**src/rtl/clk_gen_pkg.sv**
```systemverilog
// Shared types and constants for the multi-channel bit-clock generator.
// Optional sync_req input is enabled by defining CLKGEN_SYNC_EN.
package clk_gen_pkg;

  localparam int MIN_DIV   = 2;
  localparam int DEF_DIV_W = 16;

  typedef enum logic {
    ST_IDLE,
    ST_RUN
  } chan_state_t;

endpackage

```
**src/rtl/clk_gen_chan.sv**
```systemverilog
// One divided-clock channel: enable FSM, period counter, shadow/active ratio,
// registered bit clock with coincident edge strobes and sticky ratio error.
module clk_gen_chan
  import clk_gen_pkg::*;
#(
  parameter int DIV_W   = DEF_DIV_W,
  parameter int DEF_DIV = 16
) (
  input  logic             i_clk,
  input  logic             i_rst,
  input  logic             i_en,
  input  logic             i_load,
  input  logic [DIV_W-1:0] i_ratio,
  input  logic             i_sync,
  output logic             o_bit_clk,
  output logic             o_rise,
  output logic             o_fall,
  output logic             o_err
);

  localparam logic [DIV_W-1:0] LP_DEF = DIV_W'(DEF_DIV);
  localparam logic [DIV_W-1:0] LP_MIN = DIV_W'(MIN_DIV);
  localparam logic [DIV_W-1:0] LP_ONE = DIV_W'(1);

  chan_state_t      r_state;
  chan_state_t      w_state_nxt;
  logic [DIV_W-1:0] r_cnt;
  logic [DIV_W-1:0] r_active;
  logic [DIV_W-1:0] r_shadow;
  logic             r_clk;
  logic             r_rise;
  logic             r_fall;
  logic             r_err;

  logic [DIV_W-1:0] w_cnt_nxt;
  logic [DIV_W-1:0] w_act_nxt;
  logic [DIV_W-1:0] w_sh_nxt;
  logic             w_valid;
  logic             w_wrap;
  logic             w_restart;
  logic             w_err_nxt;
  logic             w_clk_nxt;
  logic             w_rise_nxt;
  logic             w_fall_nxt;

  // High phase length: ceil(a/2) without widening a.
  function automatic logic [DIV_W-1:0] f_half(
    input logic [DIV_W-1:0] a
  );
    return (a >> 1) + {{(DIV_W-1){1'b0}}, a[0]};
  endfunction

  // A load on the wrap edge bypasses the shadow into the next period.
  assign w_valid   = i_ratio >= LP_MIN;
  assign w_sh_nxt  = (i_load && w_valid) ? i_ratio : r_shadow;
  assign w_err_nxt = i_load ? !w_valid : r_err;
  assign w_wrap    = r_cnt == (r_active - LP_ONE);
  assign w_restart = w_wrap || i_sync;

  always_ff @(posedge i_clk or posedge i_rst) begin
    if (i_rst) begin
      r_state <= ST_IDLE;
    end else begin
      r_state <= w_state_nxt;
    end
  end

  always_comb begin
    w_state_nxt = r_state;
    unique case (r_state)
      ST_IDLE: if (i_en)  w_state_nxt = ST_RUN;
      ST_RUN:  if (!i_en) w_state_nxt = ST_IDLE;
      default: w_state_nxt = ST_IDLE;
    endcase
  end

  always_comb begin
    w_cnt_nxt  = '0;
    w_act_nxt  = r_active;
    w_clk_nxt  = 1'b0;
    w_rise_nxt = 1'b0;
    w_fall_nxt = 1'b0;
    unique case (r_state)
      ST_IDLE: begin
        w_act_nxt  = w_sh_nxt;
        w_clk_nxt  = i_en;
        w_rise_nxt = i_en;
      end
      ST_RUN: begin
        if (i_en) begin
          if (w_restart) begin
            w_act_nxt = w_sh_nxt;
          end else begin
            w_cnt_nxt = r_cnt + LP_ONE;
          end
          w_clk_nxt  = w_cnt_nxt < f_half(w_act_nxt);
          w_rise_nxt = (w_clk_nxt && !r_clk) || i_sync;
          w_fall_nxt = r_clk && !w_clk_nxt;
        end
      end
      default: begin
        w_cnt_nxt = '0;
      end
    endcase
  end

  always_ff @(posedge i_clk or posedge i_rst) begin
    if (i_rst) begin
      r_cnt    <= '0;
      r_active <= LP_DEF;
      r_shadow <= LP_DEF;
      r_clk    <= 1'b0;
      r_rise   <= 1'b0;
      r_fall   <= 1'b0;
      r_err    <= 1'b0;
    end else begin
      r_cnt    <= w_cnt_nxt;
      r_active <= w_act_nxt;
      r_shadow <= w_sh_nxt;
      r_clk    <= w_clk_nxt;
      r_rise   <= w_rise_nxt;
      r_fall   <= w_fall_nxt;
      r_err    <= w_err_nxt;
    end
  end

  assign o_bit_clk = r_clk;
  assign o_rise    = r_rise;
  assign o_fall    = r_fall;
  assign o_err     = r_err;

endmodule

```
**src/rtl/clk_gen_multi.sv**
```systemverilog
// NCH independent divided bit clocks from sys_clk for FSK bit timing.
// Define CLKGEN_SYNC_EN to add sync_req, which phase-aligns all running channels.
module clk_gen_multi
  import clk_gen_pkg::*;
#(
  parameter int NCH     = 2,
  parameter int DIV_W   = DEF_DIV_W,
  parameter int DEF_DIV = 16
) (
  input  logic                 sys_clk,
  input  logic                 rst,
`ifdef CLKGEN_SYNC_EN
  input  logic                 sync_req,
`endif
  input  logic [NCH-1:0]       ch_en,
  input  logic [NCH*DIV_W-1:0] div_ratio,
  input  logic [NCH-1:0]       div_load,
  output logic [NCH-1:0]       bit_clk,
  output logic [NCH-1:0]       rise_tick,
  output logic [NCH-1:0]       fall_tick,
  output logic [NCH-1:0]       div_err
);

  logic w_sync;

`ifdef CLKGEN_SYNC_EN
  assign w_sync = sync_req;
`else
  assign w_sync = 1'b0;
`endif

  for (genvar gi = 0; gi < NCH; gi++) begin : g_ch
    clk_gen_chan #(
      .DIV_W   (DIV_W),
      .DEF_DIV (DEF_DIV)
    ) u_chan (
      .i_clk     (sys_clk),
      .i_rst     (rst),
      .i_en      (ch_en[gi]),
      .i_load    (div_load[gi]),
      .i_ratio   (div_ratio[gi*DIV_W +: DIV_W]),
      .i_sync    (w_sync),
      .o_bit_clk (bit_clk[gi]),
      .o_rise    (rise_tick[gi]),
      .o_fall    (fall_tick[gi]),
      .o_err     (div_err[gi])
    );
  end

endmodule

```
**config.mk**
```make
export PLATFORM = sky130hd
export DESIGN_NAME = clk_gen_multi
export DESIGN_NICKNAME = d
export VERILOG_FILES = /design/src/rtl/clk_gen_pkg.sv /design/src/rtl/clk_gen_chan.sv /design/src/rtl/clk_gen_multi.sv
export SDC_FILE = /design/constraint.sdc
export NUM_CORES = 1
export LEC_CHECK = 0
export ABC_CLOCK_PERIOD_IN_PS = 5120
export CAP_MARGIN = 10
export CORE_MARGIN = 2
export CORE_UTILIZATION = 55
export DETAILED_ROUTE_END_ITERATION = 6
export GPL_ROUTABILITY_DRIVEN = 0
export PLACE_DENSITY = 0.76
export SETUP_SLACK_MARGIN = 0.05
export SLEW_MARGIN = 20
export SYNTH_ARGS = -nofsm -noshare
export SYNTH_HDL_FRONTEND = slang
export SYNTH_SLANG_ARGS = --single-unit
```
**constraint.sdc**
```tcl
create_clock -name sys_clk -period 5.12 [get_ports sys_clk]
set_input_delay 0.768 -clock sys_clk [delete_from_list [all_inputs] [get_ports sys_clk]]
set_output_delay 0.768 -clock sys_clk [all_outputs]
set_load 0.1 [all_outputs]
```
==> impl_metrics.env, run 1 <==
export IMPL_power_frac_comb_pct=31.2
export IMPL_vdd_drop_max_v=0.000180
export IMPL_firstDrtPassIters=5
export IMPL_synth_edf_count=0
export IMPL_avgSynthCellArea_um2=9.26
export IMPL_crit_required_ps=5420
export IMPL_synth_xor_area_share_pct=11.8
export IMPL_rsz0062_at_grt="yes"
export IMPL_maxCapViolCount=0
export IMPL_period_minus_slack_ps=5070
export IMPL_cp_max_fo=6
export IMPL_track_usage_pct=26.0
export IMPL_ys_ff_latch=106
export IMPL_cp_startpoint="g_ch[0].u_chan.r_active[1]$_DFFE_PP0P_"
export IMPL_r2r_slack_ps=50
export IMPL_instances_no_fill=1148
export IMPL_ant_nets=0
export IMPL_drt_iter0_markers=394
export IMPL_ys_warn_count=0
export IMPL_drive_above_1_share_pct=23.1
export IMPL_critPathMaxStageDelay_ps=550
export IMPL_synth_area_mm2=0.00828
export IMPL_hold_path_class="reg2reg"
export IMPL_ys_seq_area_share_pct=32.1
export IMPL_grt_pass1_wl_um=33600
export IMPL_wl_per_cell_um=17.7
export IMPL_setup_ws_ps=48.2
export IMPL_drc=0
export IMPL_synthCells=894
export IMPL_cts_buffer_depth=2
export IMPL_synth_main_ff_cell="dfrtp_1"
export IMPL_fin_crit_sh_pct=99.1
export IMPL_swShare_pct=33.7
export IMPL_p_seq_share_pct=41.0
export IMPL_synthMuxAreaShare_pct=13.1
export IMPL_clockPowerShare_pct=27.8
export IMPL_hold_violations=0
export IMPL_syn_to_final_growth_pct=17.5
export IMPL_r2r_start="g_ch[0].u_chan.r_active[1]$_DFFE_PP0P_"
export IMPL_hp_start="g_ch[1].u_chan.o_err$_DFFE_PP0P_"
export IMPL_power_switching_uw=815
export IMPL_synth_cell_types=77
export IMPL_internal_power_uw=1600
export IMPL_via_per_inst=5.96
export IMPL_mostFrequentLayoutCells="dfrtp_1, xnor2_1, nand2_1"
export IMPL_core_area_mm2=0.0146
export IMPL_grt_max_degree=48
export IMPL_yosys_area_share_simple_pct=23.2
export IMPL_cts_root_buf="clkbuf_16"
export IMPL_clkTransAtPathRegs_ps=70
export IMPL_critPathCapture="g_ch[0].u_chan.o_rise$_DFF_PP0_"
export IMPL_layout_commonest_cell="dfrtp_1"
export IMPL_yosys_area_share_adder_pct=5.74
export IMPL_dieArea_mm2=0.0161
export IMPL_clk_insertion_delay_late_ps=360
export IMPL_fp_dieW_um=127
export IMPL_run_status="complete, no violations"
export IMPL_synth_nets=970
export IMPL_htreeDepth=3
export IMPL_hold_ws_ps=486
export IMPL_ioPinCount=46
export IMPL_place_ws_ps=-97.7
export IMPL_synth_compound_area_share_pct=8.87
export IMPL_numCtsBuffers=9
export IMPL_io_buffers=45
export IMPL_slew_violations=0
export IMPL_crit_chain="or4_4 > or3_4 > a2111oi_4 > nand4_1 > or3_4 > nor2_8 > mux2_4 > ha_4 > nand3_2 > o21ai_4 > a31oi_1 > a31oi_1 > mux2i_1 > ha_1 > a21o_1 > a21o_1 > a21oi_1 > o211ai_1 > a221oi_2 > a41o_1"
export IMPL_grt_ovfl_total=0
export IMPL_antenna_cells=0
export IMPL_end_kind="register"
export IMPL_p_per_area_mw_per_mm2=249
export IMPL_setup_viol=0
export IMPL_dp_hpwl_um=15300
export IMPL_nNetsFinal=1036
export IMPL_ff2ff_path_depth=20
export IMPL_startpoint_type="register"
export IMPL_async_reset_ff_share_pct=100
export IMPL_relSlewSlack_pct=34.0
export IMPL_rows=44
export IMPL_grt_pass1_vias=6888
export IMPL_leakagePower_uw=0.00401
export IMPL_dpl_cell_count=1120
export IMPL_tightest_slew_ps=987
export IMPL_start_util_pct=56.6
export IMPL_antenna_found_initial=0
export IMPL_die_h_um=127
export IMPL_skew_ps=6.18
export IMPL_wl_um=20300
export IMPL_fmax_mhz=197
export IMPL_crit_type="reg2reg"
export IMPL_synth_top_family_by_area="simple AND/OR/NAND/NOR gates"
export IMPL_crit_arrival_ps=5370
export IMPL_clock_sinks=106
export IMPL_num_vias=6843
export IMPL_cp_slowest_cell="or4_4"
export IMPL_cts_tree="done"
export IMPL_rr_endpoint="g_ch[0].u_chan.o_rise$_DFF_PP0_"
-- worst min path at each step --
stage / endpoint / slack (ps) / cells past startpoint
after floorplan: g_ch[1].u_chan.r_shadow[1]$_DFF_PP0_ / 450 / 2
after global placement: g_ch[1].u_chan.o_err$_DFFE_PP0P_ / 470 / 1
after detailed placement: g_ch[1].u_chan.o_err$_DFFE_PP0P_ / 480 / 1
after CTS: g_ch[1].u_chan.o_err$_DFFE_PP0P_ / 490 / 1
after global routing: g_ch[1].u_chan.o_err$_DFFE_PP0P_ / 510 / 1
final: g_ch[1].u_chan.o_err$_DFFE_PP0P_ / 490 / 1
-- Yosys cell counts (all sizes together), types with 2 or more instances --
master,count,area (um^2)
mux2i,27,270
a221oi,4,35.0
a21o,5,37.5
nand3,44,220
nand2,73,274
xnor2,77,674
a21oi,11,55.1
or3,7,50.1
inv,23,86.3
nand3b,2,15.0
nand2b,3,18.8
a2111oi,3,63.8
o21ai,28,155
nor4b,2,17.5
and3,15,93.8
dfrtp,102,2550
or3b,2,17.5
o2111ai,2,17.5
nor4,20,125
nor2,54,219
o21a,4,30.0
nor2b,24,150
clkbuf,38,164
nand4,34,213
a31oi,10,62.6
and4,5,43.8
mux2,69,815
dfstp,4,105
and2b,2,17.5
o211ai,6,50.1
nor3b,4,30.0
a41oi,2,17.5
buf,20,148
o22ai,4,25.0
xor2,35,307
a41o,3,30.0
or4b,3,33.8
ha,38,475
nor3,39,195
and2,19,120
or4,6,46.3
a211oi,5,37.5
-- power by group through the flow --
stage	Clock, uW	Combinational, uW	Sequential, uW
after floorplan	0	524	962
after global placement	0	692	1000
after detailed placement	0	706	1010
after CTS	694	721	989
after global routing	725	819	1000
final	673	754	993
-- through the flow --
| stage | utilization (%) | cell area (um^2) | total power, uW | TNS [ps] |
|---|---|---|---|---|
| detailed placement | 62.4 | 9140 | 1710 | -233 |
| global route | 66.5 | 9730 | 2550 | -600 |
| global placement | 62.4 | 9140 | 1700 | -48.9 |
| CTS | 64.7 | 9480 | 2400 | 0 |
| floorplan | - | 8400 | 1490 | 0 |
| finish | 66.5 | 9730 | 2420 | 0 |
-- cell type report --
type | instances | area, um^2
multi-input cells | 706 | 5500
well taps | 184 | 230
clock buffers | 10 | 239
repair buffers | 114 | 976
inverters | 23 | 88.8
clock inverters | 5 | 38.8
flip-flops and latches | 106 | 2660
fillers | 1184 | 4910
-- kinds of logic after synthesis --
group,count (synthesis)
simple gates,360
fa+ha+maj,38
mux,96
xor+xnor,112
buf+inv,82
compound gates,100
flops,106
-- layer usage --
layer	vias to the layer above	wire length (um)	GRT usage [%]
met5	-	0	0
met4	0	594	9.57
met3	48	662	4.39
met2	143	10800	47.9
met1	3312	8290	30.5
li1	3340	-	-
-- critical path: cells and delay by family (launching register included) --
| kind | cells | cell delay [ps] |
|---|---|---|
| AO/OA/AOI/OAI | 10 | 1810 |
| flip-flops | 1 | 410 |
| adder cells (fa/ha/maj) | 2 | 490 |
| multiplexers | 2 | 570 |
| AND/OR/NAND/NOR | 6 | 1730 |
-- sequential cells by signal, indices dropped and copies added, names as in the netlist --
signal                 flops
g_ch.u_chan.o_bit_clk      2
g_ch.u_chan.o_err          2
g_ch.u_chan.o_fall         2
g_ch.u_chan.o_rise         2
g_ch.u_chan.r_active      32
g_ch.u_chan.r_cnt         32
g_ch.u_chan.r_shadow      32
g_ch.u_chan.r_state        2
-- timing repair --
action,4_1_cts,5_1_grt
endpoints found under the setup margin,6,6
resized for setup,9,39
hold endpoints to repair,0,0
setup buffers,5,8
hold buffers,0,0
pin swaps,14,33
Power figures use the tool's default switching activity.
==> run 2, diff against run 1 <==
- CAP_MARGIN: 10 -> 20
- SLEW_MARGIN: 20 -> 0
==> results of run 2 <==
The final DEF is identical to that of run 1; final timing and power are the same.
